`config.mk`:
```
export PLATFORM = sky130hd
export DESIGN_NAME = icache_refill_ctrl
export DESIGN_NICKNAME = d
export VERILOG_FILES = /design/src/rtl/icache_pkg.sv /design/src/rtl/icache_beat_assembler.sv /design/src/rtl/icache_refill_ctrl.sv
export SDC_FILE = /design/constraint.sdc
export NUM_CORES = 1
export LEC_CHECK = 0
export BUFFER_PORTS_ARGS = -buffer_cell sky130_fd_sc_hd__buf_2
export CAP_MARGIN = 0
export CORE_AREA = 10 10 282 284
export CTS_CLUSTER_SIZE = 24
export DETAILED_ROUTE_END_ITERATION = 12
export DIE_AREA = 0 0 292 294
export GPL_TIMING_DRIVEN = 0
export SLEW_MARGIN = 25
export SYNTH_ARGS = -nofsm -noshare
export SYNTH_HDL_FRONTEND = slang
export SYNTH_SLANG_ARGS = --single-unit
```
`constraint.sdc`:
```
create_clock -name i_clk -period 5 [get_ports i_clk]
set_clock_uncertainty 0.1 [all_clocks]
set_input_delay 1 -clock i_clk [delete_from_list [all_inputs] [get_ports i_clk]]
set_output_delay 1 -clock i_clk [all_outputs]
set_load 0.03 [all_outputs]
```
`src/rtl/icache_pkg.sv`:
```
// Shared definitions for the instruction-cache refill path.
//   refill_state_e : refill controller state encoding (IDLE/REQ/FILL/WRITE)
//   DEF_*_WIDTH    : default address, line and memory-beat widths
//   LINE_OFF_W     : byte-offset bits inside a default-width cache line
//   line_off_bits  : byte-offset bits for an arbitrary line width
package icache_pkg;

  localparam int unsigned DEF_ADDR_WIDTH  = 64;
  localparam int unsigned DEF_BLOCK_WIDTH = 512;
  localparam int unsigned DEF_BEAT_WIDTH  = 32;
  localparam int unsigned LINE_OFF_W      = $clog2(DEF_BLOCK_WIDTH / 8);

  // Explicit encodings keep the state register readable in waveforms.
  typedef enum logic [1:0] {
    ST_IDLE  = 2'd0,
    ST_REQ   = 2'd1,
    ST_FILL  = 2'd2,
    ST_WRITE = 2'd3
  } refill_state_e;

  function automatic int unsigned line_off_bits(input int unsigned block_width);
    return $clog2(block_width / 8);
  endfunction

endpackage

```
`src/rtl/icache_beat_assembler.sv`:
```
// Collects memory response beats into one cache line.
//   i_clk, i_arst_n : clock, asynchronous active-low reset
//   i_clear         : restart at beat 0 (asserted as the burst request is accepted)
//   i_beat_valid    : write i_beat_data into the current slot and advance
//   i_beat_data     : one response beat
//   o_last          : current slot is the final beat of the line
//   o_block         : registered line buffer, beat 0 in the lowest bits
module icache_beat_assembler
  import icache_pkg::*;
#(
  parameter int unsigned BLOCK_WIDTH = DEF_BLOCK_WIDTH,
  parameter int unsigned BEAT_WIDTH  = DEF_BEAT_WIDTH
) (
  input  logic                   i_clk,
  input  logic                   i_arst_n,
  input  logic                   i_clear,
  input  logic                   i_beat_valid,
  input  logic [BEAT_WIDTH-1:0]  i_beat_data,
  output logic                   o_last,
  output logic [BLOCK_WIDTH-1:0] o_block
);

  localparam int unsigned BEAT_COUNT = BLOCK_WIDTH / BEAT_WIDTH;
  localparam int unsigned CNT_W      = (BEAT_COUNT > 1) ? $clog2(BEAT_COUNT) : 1;

  logic [CNT_W-1:0]       r_cnt;
  logic [BLOCK_WIDTH-1:0] r_block;

  always_ff @(posedge i_clk or negedge i_arst_n) begin
    if (!i_arst_n) begin
      r_cnt <= '0;
    end else if (i_clear) begin
      r_cnt <= '0;
    end else if (i_beat_valid) begin
      r_cnt <= r_cnt + 1'b1;
    end
  end

  // Slot decode per beat keeps the write enables explicit for synthesis.
  always_ff @(posedge i_clk or negedge i_arst_n) begin
    if (!i_arst_n) begin
      r_block <= '0;
    end else if (i_beat_valid && !i_clear) begin
      for (int k = 0; k < BEAT_COUNT; k++) begin
        if (r_cnt == CNT_W'(k)) begin
          r_block[k*BEAT_WIDTH +: BEAT_WIDTH] <= i_beat_data;
        end
      end
    end
  end

  assign o_last  = (r_cnt == CNT_W'(BEAT_COUNT - 1));
  assign o_block = r_block;

endmodule

```
`src/rtl/icache_refill_ctrl.sv`:
```
// Instruction-cache miss handler: latches the miss address, issues one
// line-aligned burst read, assembles the returned beats into a line and
// writes it into the cache for a single cycle. o_busy stalls fetch meanwhile.
//   i_clk, i_arst_n                       : clock, asynchronous active-low reset
//   i_miss, i_miss_addr                   : fetch miss and its address
//   o_busy                                : refill in progress
//   o_mem_req_valid/i_mem_req_ready/_addr : burst read request channel
//   i_mem_rsp_valid/o_mem_rsp_ready/_data : response beat channel
//   o_cache_we/_addr/_block               : cache write port
module icache_refill_ctrl
  import icache_pkg::*;
#(
  parameter int unsigned ADDR_WIDTH  = DEF_ADDR_WIDTH,
  parameter int unsigned BLOCK_WIDTH = DEF_BLOCK_WIDTH,
  parameter int unsigned BEAT_WIDTH  = DEF_BEAT_WIDTH
) (
  input  logic                   i_clk,
  input  logic                   i_arst_n,
  input  logic                   i_miss,
  input  logic [ADDR_WIDTH-1:0]  i_miss_addr,
  output logic                   o_busy,
  output logic                   o_mem_req_valid,
  input  logic                   i_mem_req_ready,
  output logic [ADDR_WIDTH-1:0]  o_mem_req_addr,
  input  logic                   i_mem_rsp_valid,
  output logic                   o_mem_rsp_ready,
  input  logic [BEAT_WIDTH-1:0]  i_mem_rsp_data,
  output logic                   o_cache_we,
  output logic [ADDR_WIDTH-1:0]  o_cache_addr,
  output logic [BLOCK_WIDTH-1:0] o_cache_block
);

  localparam int unsigned LINE_OFF = line_off_bits(BLOCK_WIDTH);

  if (BLOCK_WIDTH % BEAT_WIDTH != 0) begin : g_bad_width
    $error("BLOCK_WIDTH must be an integer multiple of BEAT_WIDTH");
  end

  refill_state_e         r_state;
  refill_state_e         w_state_d;
  logic [ADDR_WIDTH-1:0] r_addr;
  logic                  w_req_fire;
  logic                  w_beat_fire;
  logic                  w_last;

  assign w_req_fire  = (r_state == ST_REQ) && i_mem_req_ready;
  assign w_beat_fire = (r_state == ST_FILL) && i_mem_rsp_valid;

  always_comb begin
    w_state_d = r_state;
    unique case (r_state)
      ST_IDLE:  if (i_miss) w_state_d = ST_REQ;
      ST_REQ:   if (w_req_fire) w_state_d = ST_FILL;
      ST_FILL:  if (w_beat_fire && w_last) w_state_d = ST_WRITE;
      ST_WRITE: w_state_d = ST_IDLE;
      default:  w_state_d = ST_IDLE;
    endcase
  end

  always_ff @(posedge i_clk or negedge i_arst_n) begin
    if (!i_arst_n) begin
      r_state <= ST_IDLE;
    end else begin
      r_state <= w_state_d;
    end
  end

  // Address is only captured from IDLE, so it stays put for the whole refill.
  always_ff @(posedge i_clk or negedge i_arst_n) begin
    if (!i_arst_n) begin
      r_addr <= '0;
    end else if ((r_state == ST_IDLE) && i_miss) begin
      r_addr <= i_miss_addr;
    end
  end

  icache_beat_assembler #(
    .BLOCK_WIDTH (BLOCK_WIDTH),
    .BEAT_WIDTH  (BEAT_WIDTH)
  ) u_beat_assembler (
    .i_clk        (i_clk),
    .i_arst_n     (i_arst_n),
    .i_clear      (w_req_fire),
    .i_beat_valid (w_beat_fire),
    .i_beat_data  (i_mem_rsp_data),
    .o_last       (w_last),
    .o_block      (o_cache_block)
  );

  // All outputs are decodes of registered state: nothing combinational from inputs.
  assign o_busy          = (r_state != ST_IDLE);
  assign o_mem_req_valid = (r_state == ST_REQ);
  assign o_mem_rsp_ready = (r_state == ST_FILL);
  assign o_cache_we      = (r_state == ST_WRITE);
  assign o_mem_req_addr  = {r_addr[ADDR_WIDTH-1:LINE_OFF], {LINE_OFF{1'b0}}};
  assign o_cache_addr    = r_addr;

endmodule

```
==> metrics.sh <==
DP_HPWL_MM=58.4
MAX-CLOCK-PATH-BUFFERS=3
REMAINING_DRCS=0
ANT_NETS=0
GRT-OVFL-TOTAL=0
WORSTPATHBUFFERINVERTERCOUNT=3
FINAL_NETS=2299
HOLD_PATH_CLASS='in -> async'
PLACEABLECOREAREA_UM2=73900
STATIC-LEAKAGE-POWER_nW=16.6
DPL_CELL_AREA_UM2=27800
DIODES=0
CRITICAL_PATH.MAX_STAGE_DELAY_NS=0.70
R2R_SLACK_NS=2.04
PLACE.GP.CONGESTION=0.832
HOLD_BUFFERS=0
CLOCK_PIN_SLEW_ON_THE_WORST_SETUP_AND_HOLD_PATHS_NS=0.06
CTS.REPAIR.RESIZED=0
TIMING.FINAL.SETUP_VIOLATIONS=0
DRT_PASS1_ITERATIONS=4
DRTITER0DRC=523
ROUTED_VIA_DENSITY=4.55
LAYOUT.CELLS.NON_FILLER=3209
CRIT_REQUIRED_NS=5.35
SETUP.WORST_PATH.START_CLASS='flip-flop'
GRT_SETUP_UNREPAIRED='false'
MAX-VDD-IR-DROP_mV=0.753
FINAL_LAYOUT_SIZE_SUFFIX_GT1_FRAC=0.684
LEADING_CELL_TYPE_IN_THE_LAYOUT_FILL_AND_TAPS_EXCLUDED='buf_2'
MIN_PERIOD_NS=2.96
DRT-TOTAL-WL_MM=75.5
FIN_TOTAL_PWR_mW=17.4
IOPINCOUNT=745
GR-USAGE-ALL-LAYERS=0.170
ROWS=100
SYNTH_CELLS=1372
STATUS='completed'
SYNTH.LIB_CELLS_USED.DISTINCT=28
DIE_WIDTH_UM=292
SETUP.WORST_PATH.CLASS='reg -> reg'
PLACE.PORT_BUFFERS=738
DIE_AREA_UM2=85800
MAPPEDNETLISTAREA_UM2=22700
PATH_DELAY_FAMILY='simple AND/OR/NAND/NOR gates'
EFFECTIVE_UTILIZATION_AT_FLOORPLAN=0.307
POWER.DENSITY_CELL_AREA_nW_PER_UM2=581
GRT_START_MAX_NET_PINS=97
MAXCLOCKFREQUENCY_MHz=338
ROOT_BUFFER='clkbuf_16'
YOSYSWARNINGS=0
FINAL_MAX_SLEW_VIOL_COUNT=0
WORSTSKEWPAIRLATENCY_NS=0.59
MIN_PERIOD_OVER_PERIOD=0.592
R2R-START='r_state[1]'
SYNTH_SEQ_CELLS=582
ROUTED_WIRE_LENGTH_PER_INSTANCE_UM=23.5
FLOW.AREA_GROWTH_FROM_SYNTHESIS_PCT=32.3
CRIT_SLOWEST_CELL='nand4_1'
WORST_SLEW_PIN_SLEW_NS=0.854
VIA_COUNT=14600
MAX_CAP_VIOL_COUNT=0
WORST_SLEW_MARGIN_REL=0.429
CTS_INSERTED_BUFFERS=66
VIA_COUNT_OF_THE_FIRST_GLOBAL_ROUTING_PASS=16000
WORST-PATH-MAX-FANOUT=10
PATH_CELLS='inv_1 -> ha_1 -> nand2_1 -> buf_6 -> nand4_1 -> buf_2 -> mux2_2'
LAYOUT_COMMON_CELLS='buf_2, dfrtp_1, mux2_2'
R2R_CELLS=7
HOLD_VIOL=0
NFILLCELLS=6910
WORSTSETUPENDPOINTTYPE='flip-flop'
CTS.SINK_COUNT=582
LAYOUT.CELL_AREA.NON_FILLER_UM2=30000
POST_CTS_SETUP_BUFFER_COUNT=0
GRT_FIRST_PASS_WIRELENGTH_MM=110
CTS_TREE='built'
POST_PLACE_CELLS=3090
TIMING.RR.END='u_beat_assembler.o_block[120]'
FP.DIEH_UM=294
ANTENNA_VIOLATIONS_BEFORE_REPAIR=4
CP_DATA_ARRIVAL_TIME_NS=3.31
SYNTH_SEQUENTIAL_AREA_RATIO=0.642
HTREE_NUM_LEVELS=3
SYN_AREA_PER_CELL_UM2=16.5
## area by class of cell
type                       instances  area [um^2]  area share
clock buffer                     100         1990      0.0663
multi-input combinational        634         7040       0.235
buffer                           154         1080      0.0358
inverter                           7         26.3    0.000875
clock inverter                    19          243     0.00808
sequential                       582        14600       0.485
timing repair buffer             744         3870       0.129
tap                              969         1210      0.0404
## synthesized netlist by cell type
cell / n / area share
mux2_1: 22 / 0.011
conb_1: 1 / 0.00017
a22oi_1: 1 / 0.00033
mux2_2: 555 / 0.28
clkbuf_1: 38 / 0.0063
nor3b_4: 3 / 0.0025
buf_6: 28 / 0.014
xnor2_1: 1 / 0.00039
dfrtp_1: 582 / 0.64
ha_1: 9 / 0.0050
buf_2: 22 / 0.0049
and2_2: 1 / 0.00033
nor2_1: 4 / 0.00066
xor2_1: 1 / 0.00039
and2_1: 2 / 0.00055
nand2_1: 5 / 0.00083
buf_4: 65 / 0.022
buf_12: 1 / 0.00088
o21ai_0: 1 / 0.00022
nand4_1: 6 / 0.0017
and2b_2: 2 / 0.00077
nand3_1: 2 / 0.00044
a222oi_1: 1 / 0.00044
nand4_4: 8 / 0.0075
a2bb2oi_1: 1 / 0.00039
inv_1: 7 / 0.0012
or3_1: 1 / 0.00028
a21oi_1: 2 / 0.00044
## sequential cells by signal, indices dropped and copies added (netlist names)
| name | count |
|---|---|
| o_cache_addr | 64 |
| r_state | 2 |
| u_beat_assembler.o_block | 512 |
| u_beat_assembler.r_cnt | 4 |
## metal layers
layer | part of all wire | track usage | vias up
met5 | 0 | 0 | -
met4 | 0.032 | 0.0601 | 0
met3 | 0.061 | 0.0467 | 124
met2 | 0.52 | 0.301 | 472
met1 | 0.39 | 0.195 | 7600
li1 | - | - | 6396
## worst register-to-register path, delay by kind of cell (launching register included)
| family | cells | cell delay (ns) |
|---|---|---|
| adders and majority gates | 1 | 0.24 |
| buffers and inverters | 3 | 0.84 |
| DFF | 1 | 0.40 |
| muxes | 1 | 0.32 |
| and+or+nand+nor | 2 | 0.94 |
## power by group
part / switching (mW) / internal, mW
logic: 4.09 / 2.10
registers: 0.640 / 5.72
clock network: 2.01 / 2.89
total: 6.74 / 10.7
## logic make-up after synthesis
logic type / after synthesis / synth area share
fa+ha+maj: 9 / 0.00496
mux: 577 / 0.286
flops: 582 / 0.642
simple gates: 34 / 0.0155
compound gates: 6 / 0.00182
other cells: 1 / 0.000165
buf+inv: 161 / 0.0486
xor+xnor: 2 / 0.000772
## per-stage QoR
step | setup TNS, ns | hold slack, ns | setup slack (ns) | utilization
after CTS | 0 | 0.241 | 1.99 | 0.406
after global placement | -5095.34 | 0.364 | -8.90 | 0.373
final | 0 | 0.262 | 2.04 | 0.406
after detailed placement | 0 | 0.371 | 1.61 | 0.376
after floorplan | 0 | 0.434 | 2.65 | -
after global routing | 0 | 0.271 | 1.90 | 0.406
## worst max path at each step
| stage | endpoint | depth (start not counted) | from |
|---|---|---|---|
| finish | u_beat_assembler.o_block[120] | 7 | r_state[1] |
| detailed placement | u_beat_assembler.o_block[117] | 6 | i_mem_req_ready |
| global placement | u_beat_assembler.o_block[314] | 1 | i_arst_n |
| global route | u_beat_assembler.o_block[119] | 7 | r_state[1] |
| floorplan | u_beat_assembler.o_block[236] | 5 | i_mem_req_ready |
| CTS | u_beat_assembler.o_block[119] | 7 | r_state[1] |
Note: power is estimated with default switching activity, not from simulation.
